==> src/rtl/klotski_move_arbiter.sv <==
// klotski_move_arbiter: round-robin arbiter sharing one 4x4 Klotski board between solver and user keypad.
// Optional build macro KLOTSKI_REVERSE_FILTER_EN rejects a move that undoes the last applied move.

module klotski_move_arbiter #(
    parameter int CNT_W        = 10,
    parameter bit SOLVER_FIRST = 1'b1
) (
    input  logic             i_clk,
    input  logic             i_rst_n,
    input  logic             i_load,
    input  logic [63:0]      i_klotski,
    input  logic             i_sol_valid,
    input  logic [1:0]       i_sol_dir,
    output logic             o_sol_ready,
    input  logic             i_usr_valid,
    input  logic [1:0]       i_usr_dir,
    output logic             o_usr_ready,
    output logic [63:0]      o_klotski,
    output logic [3:0]       o_blank_pos,
    output logic             o_move_valid,
    output logic [1:0]       o_move_dir,
    output logic             o_move_src,
    input  logic             i_move_ready,
    output logic             o_illegal,
    output logic [CNT_W-1:0] o_move_cnt,
    output logic             o_solved
);

    localparam logic [2:0] S_IDLE  = 3'd0;
    localparam logic [2:0] S_SCAN  = 3'd1;
    localparam logic [2:0] S_READY = 3'd2;
    localparam logic [2:0] S_APPLY = 3'd3;
    localparam logic [2:0] S_EMIT  = 3'd4;

    localparam logic [1:0] DIR_UP    = 2'd0;
    localparam logic [1:0] DIR_DOWN  = 2'd1;
    localparam logic [1:0] DIR_LEFT  = 2'd2;

    localparam logic [63:0]      SOLVED_BOARD = 64'h0FED_CBA9_8765_4321;
    localparam logic [CNT_W-1:0] CNT_MAX      = {CNT_W{1'b1}};

    logic [2:0]       state;
    logic [63:0]      board;
    logic [3:0]       blank_pos;
    logic [CNT_W-1:0] move_cnt;
    logic             rr_ptr;
    logic             illegal_q;
    logic [1:0]       move_dir_q;
    logic             move_src_q;

    logic             scan_found;
    logic [3:0]       scan_pos;
    logic             grant_open;
    logic             both_req;
    logic             sol_grant;
    logic             usr_grant;
    logic             grant_any;
    logic [1:0]       req_dir;
    logic             geom_ok;
    logic             inverse_hit;
    logic             move_legal;
    logic [3:0]       nb_pos;

    // Lowest-index blank wins; the loop runs high to low so the last hit is the lowest index.
    always_comb begin
        scan_found = 1'b0;
        scan_pos   = 4'd0;
        for (int k = 15; k >= 0; k--) begin
            if (board[4*k +: 4] == 4'd0) begin
                scan_found = 1'b1;
                scan_pos   = 4'(k);
            end
        end
    end

    // Load overrides everything, so no request is consumed in a load cycle.
    assign grant_open = (state == S_READY) && !i_load;
    assign both_req   = i_sol_valid && i_usr_valid;
    assign sol_grant  = grant_open && i_sol_valid && (!i_usr_valid || rr_ptr);
    assign usr_grant  = grant_open && i_usr_valid && (!i_sol_valid || !rr_ptr);
    assign grant_any  = sol_grant || usr_grant;
    assign req_dir    = sol_grant ? i_sol_dir : i_usr_dir;

    always_comb begin
        geom_ok = 1'b0;
        case (req_dir)
            DIR_UP:   geom_ok = (blank_pos[3:2] != 2'd0);
            DIR_DOWN: geom_ok = (blank_pos[3:2] != 2'd3);
            DIR_LEFT: geom_ok = (blank_pos[1:0] != 2'd0);
            default:  geom_ok = (blank_pos[1:0] != 2'd3);
        endcase
    end

`ifdef KLOTSKI_REVERSE_FILTER_EN
    logic       last_valid;
    logic [1:0] last_dir;

    always_ff @(posedge i_clk or negedge i_rst_n) begin
        if (!i_rst_n) begin
            last_valid <= 1'b0;
            last_dir   <= 2'd0;
        end else if (i_load) begin
            last_valid <= 1'b0;
        end else if (state == S_APPLY) begin
            last_valid <= 1'b1;
            last_dir   <= move_dir_q;
        end
    end

    // Up/down and left/right differ only in bit 0, so flipping it gives the inverse.
    assign inverse_hit = last_valid && (req_dir == (last_dir ^ 2'b01));
`else
    assign inverse_hit = 1'b0;
`endif

    assign move_legal = geom_ok && !inverse_hit;

    always_comb begin
        nb_pos = blank_pos;
        case (move_dir_q)
            DIR_UP:   nb_pos = blank_pos - 4'd4;
            DIR_DOWN: nb_pos = blank_pos + 4'd4;
            DIR_LEFT: nb_pos = blank_pos - 4'd1;
            default:  nb_pos = blank_pos + 4'd1;
        endcase
    end

    always_ff @(posedge i_clk or negedge i_rst_n) begin
        if (!i_rst_n) begin
            state      <= S_IDLE;
            board      <= 64'd0;
            blank_pos  <= 4'd0;
            move_cnt   <= '0;
            rr_ptr     <= SOLVER_FIRST;
            illegal_q  <= 1'b0;
            move_dir_q <= 2'd0;
            move_src_q <= 1'b0;
        end else begin
            illegal_q <= 1'b0;
            if (i_load) begin
                board    <= i_klotski;
                move_cnt <= '0;
                rr_ptr   <= SOLVER_FIRST;
                state    <= S_SCAN;
            end else begin
                case (state)
                    S_IDLE: begin
                        state <= S_IDLE;
                    end
                    S_SCAN: begin
                        if (scan_found) begin
                            blank_pos <= scan_pos;
                            state     <= S_READY;
                        end else begin
                            illegal_q <= 1'b1;
                            state     <= S_IDLE;
                        end
                    end
                    S_READY: begin
                        if (grant_any) begin
                            if (both_req) begin
                                rr_ptr <= !rr_ptr;
                            end
                            if (move_legal) begin
                                move_dir_q <= req_dir;
                                move_src_q <= usr_grant;
                                state      <= S_APPLY;
                            end else begin
                                illegal_q <= 1'b1;
                            end
                        end
                    end
                    // The blank slides into the neighbour, so the neighbour's tile moves into the old blank cell.
                    S_APPLY: begin
                        board[{blank_pos, 2'b00} +: 4] <= board[{nb_pos, 2'b00} +: 4];
                        board[{nb_pos, 2'b00} +: 4]    <= 4'd0;
                        blank_pos                      <= nb_pos;
                        if (move_cnt != CNT_MAX) begin
                            move_cnt <= move_cnt + 1'b1;
                        end
                        state <= S_EMIT;
                    end
                    S_EMIT: begin
                        if (i_move_ready) begin
                            state <= S_READY;
                        end
                    end
                    default: begin
                        state <= S_IDLE;
                    end
                endcase
            end
        end
    end

    assign o_sol_ready  = sol_grant;
    assign o_usr_ready  = usr_grant;
    assign o_klotski    = board;
    assign o_blank_pos  = blank_pos;
    assign o_move_valid = (state == S_EMIT);
    assign o_move_dir   = move_dir_q;
    assign o_move_src   = move_src_q;
    assign o_illegal    = illegal_q;
    assign o_move_cnt   = move_cnt;
    assign o_solved     = (state != S_IDLE) && (board == SOLVED_BOARD);

endmodule

==> config.mk <==
export PLATFORM = sky130hd
export DESIGN_NAME = klotski_move_arbiter
export DESIGN_NICKNAME = d
export VERILOG_FILES = /design/src/rtl/klotski_move_arbiter.sv
export SDC_FILE = /design/constraint.sdc
export NUM_CORES = 1
export LEC_CHECK = 0
export CORE_ASPECT_RATIO = 1.5
export CORE_UTILIZATION = 50
export DETAILED_ROUTE_END_ITERATION = 8
export PLACE_DENSITY = 0.81
export SLEW_MARGIN = 30
export SYNTH_ARGS = -nofsm -noshare
export SYNTH_HDL_FRONTEND = slang
export SYNTH_SLANG_ARGS = --single-unit
==> constraint.sdc <==
create_clock -name i_clk -period 5.1 [get_ports i_clk]
set_input_delay 1.53 -clock i_clk [delete_from_list [all_inputs] [get_ports i_clk]]
set_output_delay 1.53 -clock i_clk [all_outputs]
set_load 0.01 [all_outputs]
### Word level (Yosys, flattened, before mapping)

Cells that the tools add are included.

| storage, ports and cells | value |
|---|---|
| bits in registers | 86 |
| output and inout bits | 86 |
| logic and storage cells | 142 |

| operators by class | value |
|---|---|
| add/subtract/negate cells | 7 |
| eq/ne operators | 16 |
| shift-type cells | 5 |
| muxes and demuxes | 59 |
| bitwise gates (word level) | 1 |
| reductions and logical operators | 46 |

Operators by type and width:

| kind | number |
|---|---|
| $bwmux W64 | 2 |
| $mux W64 | 2 |
| $shift A4 B8 Y64 const A | 2 |
| $mux W4 | 17 |
| $eq A64 B60 Y1 const B | 1 |
| $logic_not A4 Y1 | 16 |
| $shiftx A4 B8 Y64 | 1 |
| $shiftx A4 B8 Y64 const A | 1 |
| $shiftx A64 B7 Y4 | 1 |
| $mux W10 | 3 |
| $mux W1 | 24 |
| $neg A6 Y8 | 2 |
| $reduce_bool A2 Y1 | 8 |
| $mux W3 | 4 |
| $pmux W3 S4 | 1 |
| $pmux W4 S3 | 1 |
| $add A10 B1 Y10 const B | 1 |
| $ne A10 B10 Y1 const B | 1 |
| $reduce_and A3 Y1 | 3 |
| $pmux W4 S2 | 1 |
| $logic_and A1 B1 Y1 | 7 |
| $eq A3 B2 Y1 const B | 2 |
| $ne A2 B2 Y1 const B | 3 |
| $ne A3 B3 Y1 const B | 2 |
| 19 further kinds | 28 |

### Longest topological paths before layout

Gate-level depths: netlist (run 1).

| depth | value |
|---|---|
| word-level depth | 20 |
| mapped depth | 13 |
| gate-level depth less buffers | 12 |

### Least setup slack after synthesis (run 1)

OpenSTA, ideal clock, no wires.

| timing | value |
|---|---|
| path kind | input-to-output |
| from | input port i_load |
| to | output port o_sol_ready |
| arrival time | 2.268 ns |
| data required time | 3.570 ns |
| setup slack | 1.302 ns |
| stages on the path | 3 |
| path buffers | 0 |
| cells stage by stage | nor4b_1 nand3_1 inv_1 |

| between the ends | value |
|---|---|
| cells in the longest elaborated chain, start to end | 4 |

Ends and longest elaborated chain:

| element | line | text |
|---|---|---|
| start, declared | 10 | `input logic i_load,` |
| $logic_not A1 Y1 | 77 | `assign grant_open = (state == S_READY) && !i_load;` |
| $logic_and A1 B1 Y1 | 77 |  |
| $logic_and A1 B1 Y1 (2 in a row) | 79 | `assign sol_grant = grant_open && i_sol_valid && (!i_usr_valid \|\| rr_ptr);` |
| end, declared | 14 | `output logic o_sol_ready,` |

Every way passes these cells.

### Final worst setup path (run 1)

| timing | value |
|---|---|
| from | register board[20], in the netlist o_klotski[20] |
| to | output port o_solved |

| between the ends | value |
|---|---|
| cells in the longest elaborated chain, start to end | 2 |

Ends and longest elaborated chain:

| element | line | text |
|---|---|---|
| start, declared | 43 | `logic [63:0] board;` |
| start signal, assigned | 141 | `board <= i_klotski;` |
| start signal, assigned by index | 175 | `board[{blank_pos, 2'b00} +: 4] <= board[{nb_pos, 2'b00} +: 4];` |
| $eq A64 B60 Y1 | 205 | `assign o_solved = (state != S_IDLE) && (board == SOLVED_BOARD);` |
| $logic_and A1 B1 Y1 | 205 |  |
| end, declared | 26 | `output logic o_solved` |

Every way passes these cells.

==> qor.yml, run 1 <==
drive_above_1_share: 0.1332
synth_top_cell_by_area: "dfrtp_1"
cts_root_buffer: "clkbuf_16"
power.total_mw: 6.952
critPathKind: "reg -> out"
dp_hpwl_um: 19410
yosysMostFrequentCell: "dfrtp_1"
grt_max_degree: 87
hold_buffers: 0
netlist.area_leader.share: 0.3279
syn_area_sq_mm: 0.006487
coreArea_sq_mm: 0.01257
ys_types: 82
syn_inst: 684
io_buffers: 159
num_vias: 6750
path_max_fanout: 6
rows: 50
syn_nets: 769
io-pin-count: 160
drv_slew: 0
die_y_um: 141.5
p_leak_nw: 3.282
fin_crit_ps: 4807
ant_nets: 0
drc: 0
dr.pass1.iters: 5
clock_sinks: 86
maxCapViolations: 0
peakVddDrop_mv: 0.5015
gp_congestion: 0.9939
cts_tree: "yes"
max_stage_delay_ps: 740
crit_chain: "nor4_1, nand4_1, or4_1, nor4_1, clkdlybuf4s50_1"
ys_seq_elements: 86
max_slew.worst_pin.slew_ps: 915.8
die_w_um: 95.01
grt_usage: 0.3956
h-tree-depth: 3
cpMostUsedCell: "nor4_1"
timing.fmax_mhz: 208.0
yosysSeqAreaShare: 0.3319
finalHoldViolations: 0
setup_tns_ps: 0
final_nets: 921
viasPerCell: 6.770
crit_slowest_cell: "nor4_1"
avgSynthCellArea_sq_um: 9.485
p_per_area_mw_per_mm2: 817.7
arrival_ps: 3280
start_kind: "flop"
grt_pass1_vias: 6735
required_ps: 3570
synthArstFlopShare: 1.000
synth_edf_count: 0
grt_pass1_wl_um: 39140
antenna_cells: 0
area_growth_pct: 31.05
cts_resized: 0
hp-class: "reg -> reg"
start_util: 0.5159
drt-initial-drc-count: 758
finalWirelength_um: 25950
cts_buffers: 9
ys.flop_type: "dfrtp_1"
relSlewSlack: 0.3858
clk_pin_slew_worst_paths_ps: 70
skew_ps: 11.10
outcome: "complete, no violations"
clock_latency_ps: 350
rsz0062_at_grt: "false"
antenna_found_initial: 0
yosys_warnings: 0
post_cts.repair.setup_buffers: 0
crit_path_end_kind: "output pin"
dieArea_sq_mm: 0.01344
fin_crit_sh: 0.9425
grt_overflow: 0
setup_viol_count_final: 0
synthTopCellsByArea: "dfrtp_1 (33%), mux4_2 (5.6%), a22oi_1 (5.1%)"
synth_commonest_cells: "dfrtp_1 (85), nor2_1 (73), a21oi_1 (65)"
cts_buffer_depth: 2
wl_per_cell_um: 26.03
through the flow:
stage                     setup slack [ps]  hold WS (ps)  instance area [sq um]  instances    util
after detailed placement             504.6         522.4                   8222        981  0.6538
after floorplan                       1302         548.1                   6487        684       -
final                                293.3         526.2                   8502        997  0.6761
after CTS                            504.4         538.9                   8502        997  0.6761
after global placement               517.5         504.0                   8218        981  0.6535
after global routing                 138.5         558.0                   8502        997  0.6761
cells in the final DEF (no fill, tap or decap), types with 4 or more instances in the layout:
cell	instances
clkdlybuf4s50_1	157
dfrtp_1	85
nor2_1	73
a21oi_1	65
nand2_1	51
a22oi_1	44
nor4_1	28
mux2_2	20
a22o_1	17
inv_1	16
nand3_1	16
nor3_1	16
mux4_2	16
buf_4	16
nand2b_1	15
mux2i_1	14
o21ai_0	13
nand4_1	10
ha_1	10
clkbuf_16	9
xor2_1	8
a21o_1	8
a221oi_1	7
and3_1	6
o31ai_1	6
o22ai_1	5
a32oi_1	5
nor2b_1	4
xnor2_1	4
a31oi_1	4
a311oi_2	4
a211oi_2	4
worst max-delay path: cells and delay by family (launching register included):
family / cells / cell delay (ps)
DFF: 1 / 440
and+or+nand+nor: 4 / 1860
buffers and inverters: 1 / 640
cells by family (layout without fill, tap and decap cells):
group	after synthesis	after routing	synth area share
AOI/OAI and AO/OA	223	223	0.2675
xor gates and xnor gates	21	21	0.04397
adders and majority gates	11	11	0.02237
buffers and inverters	50	207	0.03510
DFF	86	86	0.3319
muxes	51	51	0.1153
and+or+nand+nor	242	242	0.1838
path summary, 6_finish.rpt:
| check | slack, ps | endpoint | from | depth (start not counted) |
|---|---|---|---|---|
| worst min register to register | 530 | o_move_src | o_move_src | 2 |
| max in group asynchronous | 3270 | o_klotski[22] | i_rst_n | 1 |
| min in group asynchronous | 1230 | o_klotski[59] | i_rst_n | 1 |
| worst min-delay path | 530 | o_move_src | o_move_src | 2 |
| worst max register to register | 1150 | o_klotski[42] | o_move_dir[0] | 11 |
| worst max-delay path | 290 | o_solved | o_klotski[20] | 5 |
metal layers:
layer  up-vias  routed length [um]  global-route usage
met2       404               13200              0.6710
met4         0                1447              0.2209
met1      3302                9390              0.4621
met3       102                1912             0.07342
li1       2942                   -                   -
met5         -                   0                   0
final cells by class:
class	instances	area (sq um)
multi-input cells	548	4106
fillers	1006	4073
flip-flops and latches	86	2153
repair buffers	174	1703
clock buffers	9	225.2
well taps	156	195.2
inverters	17	63.81
clock inverters	7	55.05
state kept, by name (all words and copies together), names as in the netlist:
signal and flops:
o_blank_pos 4, o_illegal 1, o_move_src 1, state 3, o_klotski 64, o_move_cnt 10
rr_ptr 1, o_move_dir 2
report_power, final:
group | switching [mW] | total [mW] | internal (mW)
clock | 0.302 | 0.638 | 0.337
sequential | 0.232 | 1.04 | 0.809
combinational | 3.46 | 5.27 | 1.81
Power figures use the tool's default switching activity.
==> run 2: changes to the inputs <==
Settings changed: REMOVE_ABC_BUFFERS set to 1.
==> run 2 against run 1 <==
Compared with the run above:
- first-iteration DRC count decreased by 9.2%
- power rose by 2.1%
- non-clock buffer count is 3 higher
- critical path type unchanged
- clock-buffer cell count up 3
- hold slack improved by 7.4 ps
- sequential share of layout area decreased by 0.089 points
- clock skew down 1.2 ps
- maximum frequency decreased by 2.4%
- largest cell class unchanged
- worst setup slack worse by 120 ps
- register-to-register slack better by 80 ps
- sequential power increased by 4%
==> qor.yml, run 2 (synthesis results as in run 1) <==
fillCellCount: 1005  # -0.099%
final_common_cell: "clkdlybuf4s50_1"
power.total_mw: 7.097  # +2.1%
area_growth_pct: 31.51
r2r-start: "o_move_dir[1]"
antenna_found_initial: 0  # unchanged
grt_pass1_vias: 6928  # +2.9%
clock_power_share: 0.091  # about the same
gp_congestion: 1.039  # +4.5%
io_buffers: 159  # unchanged
grt_usage: 0.4108  # +0.01526
maxCapViolations: 0  # unchanged
dp_hpwl_um: 20390  # +5.1%
path_max_fanout: 6  # unchanged
clk_pin_slew_worst_paths_ps: 70  # about the same
most-common-layout-cells: "clkdlybuf4s50_1 (157), dfrtp_1 (85), nor2_1 (73), a21oi_1 (65), nand2_1 (51)"
setup_tns_ps: 0  # unchanged
finalHoldViolations: 0  # unchanged
die_y_um: 141.5  # unchanged
coreArea_sq_mm: 0.01257  # unchanged
grt_overflow: 0  # unchanged
post_cts.repair.setup_buffers: 0  # unchanged
die_w_um: 95.01  # unchanged
antenna_cells: 0  # unchanged
clock_latency_ps: 350  # about the same
p_comb_frac: 0.757  # -0.002
p_per_area_mw_per_mm2: 831.8  # +1.7%
wl_per_cell_um: 27.21  # +4.5%
fin_area_sq_mm: 0.008532  # +0.35%
clock_sinks: 86  # unchanged
regArea_sq_mm: 0.002153  # unchanged
dieArea_sq_mm: 0.01344  # unchanged
p_leak_nw: 3.289  # +0.21%
drc: 0  # unchanged
num_vias: 7006  # +3.8%
crit_path_end_kind: "output pin"
hp-start: "o_move_src"
hold_path_depth: 2  # unchanged
final_nets: 924  # +0.33%
drive_above_1_share: 0.1339  # +0.0007115
arrival_ps: 3400  # +120 ps
cts_root_buffer: "clkbuf_16"
ant_nets: 0  # unchanged
reg2reg_to: "o_klotski[35]"
grt_max_degree: 87  # unchanged
ff2ff_path_depth: 12  # +1
outcome: "complete, no violations"
relSlewSlack: 0.3691  # -0.01665
cts_buffer_depth: 2  # unchanged
peakVddDrop_mv: 0.5883  # +17%
multi_input_area_sq_mm: 0.004115  # +0.21%
dr.pass1.iters: 5  # unchanged
required_ps: 3570  # about the same
cts_tree: "yes"
fin_crit_sh: 0.9658  # +0.02329
grt_pass1_wl_um: 40390  # +3.2%
rows: 50  # unchanged
start_kind: "flop"
seqPwrFrac: 0.152  # +0.002
holdWs_ps: 533.6  # +7.357 ps
drt-initial-drc-count: 688  # -9.2%
viasPerCell: 7.006  # +3.5%
hp-class: "reg -> reg"
skew_ps: 9.854  # -1.250 ps
timing.fmax_mhz: 203.0  # -2.4%
hold_buffers: 0  # unchanged
setup_viol_count_final: 0  # unchanged
fin_crit_ps: 4925  # +118.8 ps
p_int_mw: 3.028  # +2.5%
dpl-instance-area_sq_mm: 0.008253  # +0.38%
max_slew.worst_pin.slew_ps: 946.3  # +30.49 ps
largest_register_ffs: 64  # unchanged
cts_buffers: 9  # unchanged
critPathKind: "reg -> out"
io-pin-count: 160  # unchanged
drv_slew: 0  # unchanged
rrSetupSlack_ps: 1230  # +80 ps
finalWirelength_um: 27210  # +4.8%
whs_endpoint: "o_move_src"
p_sw_mw: 4.069  # +1.8%
cts_resized: 0  # unchanged
rsz0062_at_grt: "false"
swShare: 0.5733  # -0.001535
start_util: 0.5159  # unchanged
h-tree-depth: 3  # unchanged
-- run 2: cell types whose count changed in the layout (fill, tap and decap cells not counted), sizes merged --
cell | before | now
buf | 17 | 20
clkbuf | 9 | 12
clkinv | 3 | 2
clkinvlp | 1 | 2
inv | 20 | 17
-- run 2: worst max-delay path: stages, from the launching register on --
cell and delay (ps):
dfrtp_1 480, nand4_1 300, nor4_1 360, nand4_1 150, or4_1 420, nor4_1 660, clkdlybuf4s50_1 670
-- run 2: how the worst max path moves through the flow --
stage	cells after the start	from	endpoint
floorplan	12	o_move_dir[1]	o_klotski[61]
global placement	5	i_load	o_sol_ready
detailed placement	5	i_load	o_sol_ready
CTS	6	o_klotski[32]	o_solved
global route	6	o_klotski[32]	o_solved
finish	6	o_klotski[32]	o_solved
-- run 2: layer usage --
layer,wire length [um],global-route usage
met1,9332,0.4602
met2,13760,0.6978
met3,2218,0.08253
met4,1891,0.2632
met5,0,0
-- run 2: metrics by stage --
stage,worst slack [ps],cells,utilization
5_1_grt,186.4,1000,0.6785
3_3_place_gp,591.6,984,0.6553
4_1_cts,372.0,1000,0.6785
2_1_floorplan,1045,651,-
6_report,174.6,1000,0.6785
3_5_place_dp,487.9,984,0.6563
-- run 2: layout make-up --
type                            instances  share of cell area
Multi-Input combinational cell        548              0.4823
Sequential cell                        86              0.2524
Timing Repair Buffer                  177              0.2022
Clock buffer                           12             0.02889
Tap cell                              156             0.02288
Inverter                               17            0.007479
Clock inverter                          4            0.003813
-- run 2: power by group through the flow --
stage / Clock [mW] / Combinational (mW) / Sequential, mW
final: 0.649 / 5.37 / 1.08
after global routing: 0.676 / 5.53 / 1.09
after CTS: 0.651 / 5.20 / 1.05
after detailed placement: 0 / 5.17 / 1.07
after global placement: 0 / 5.13 / 1.06
after floorplan: 0 / 3.05 / 1.11
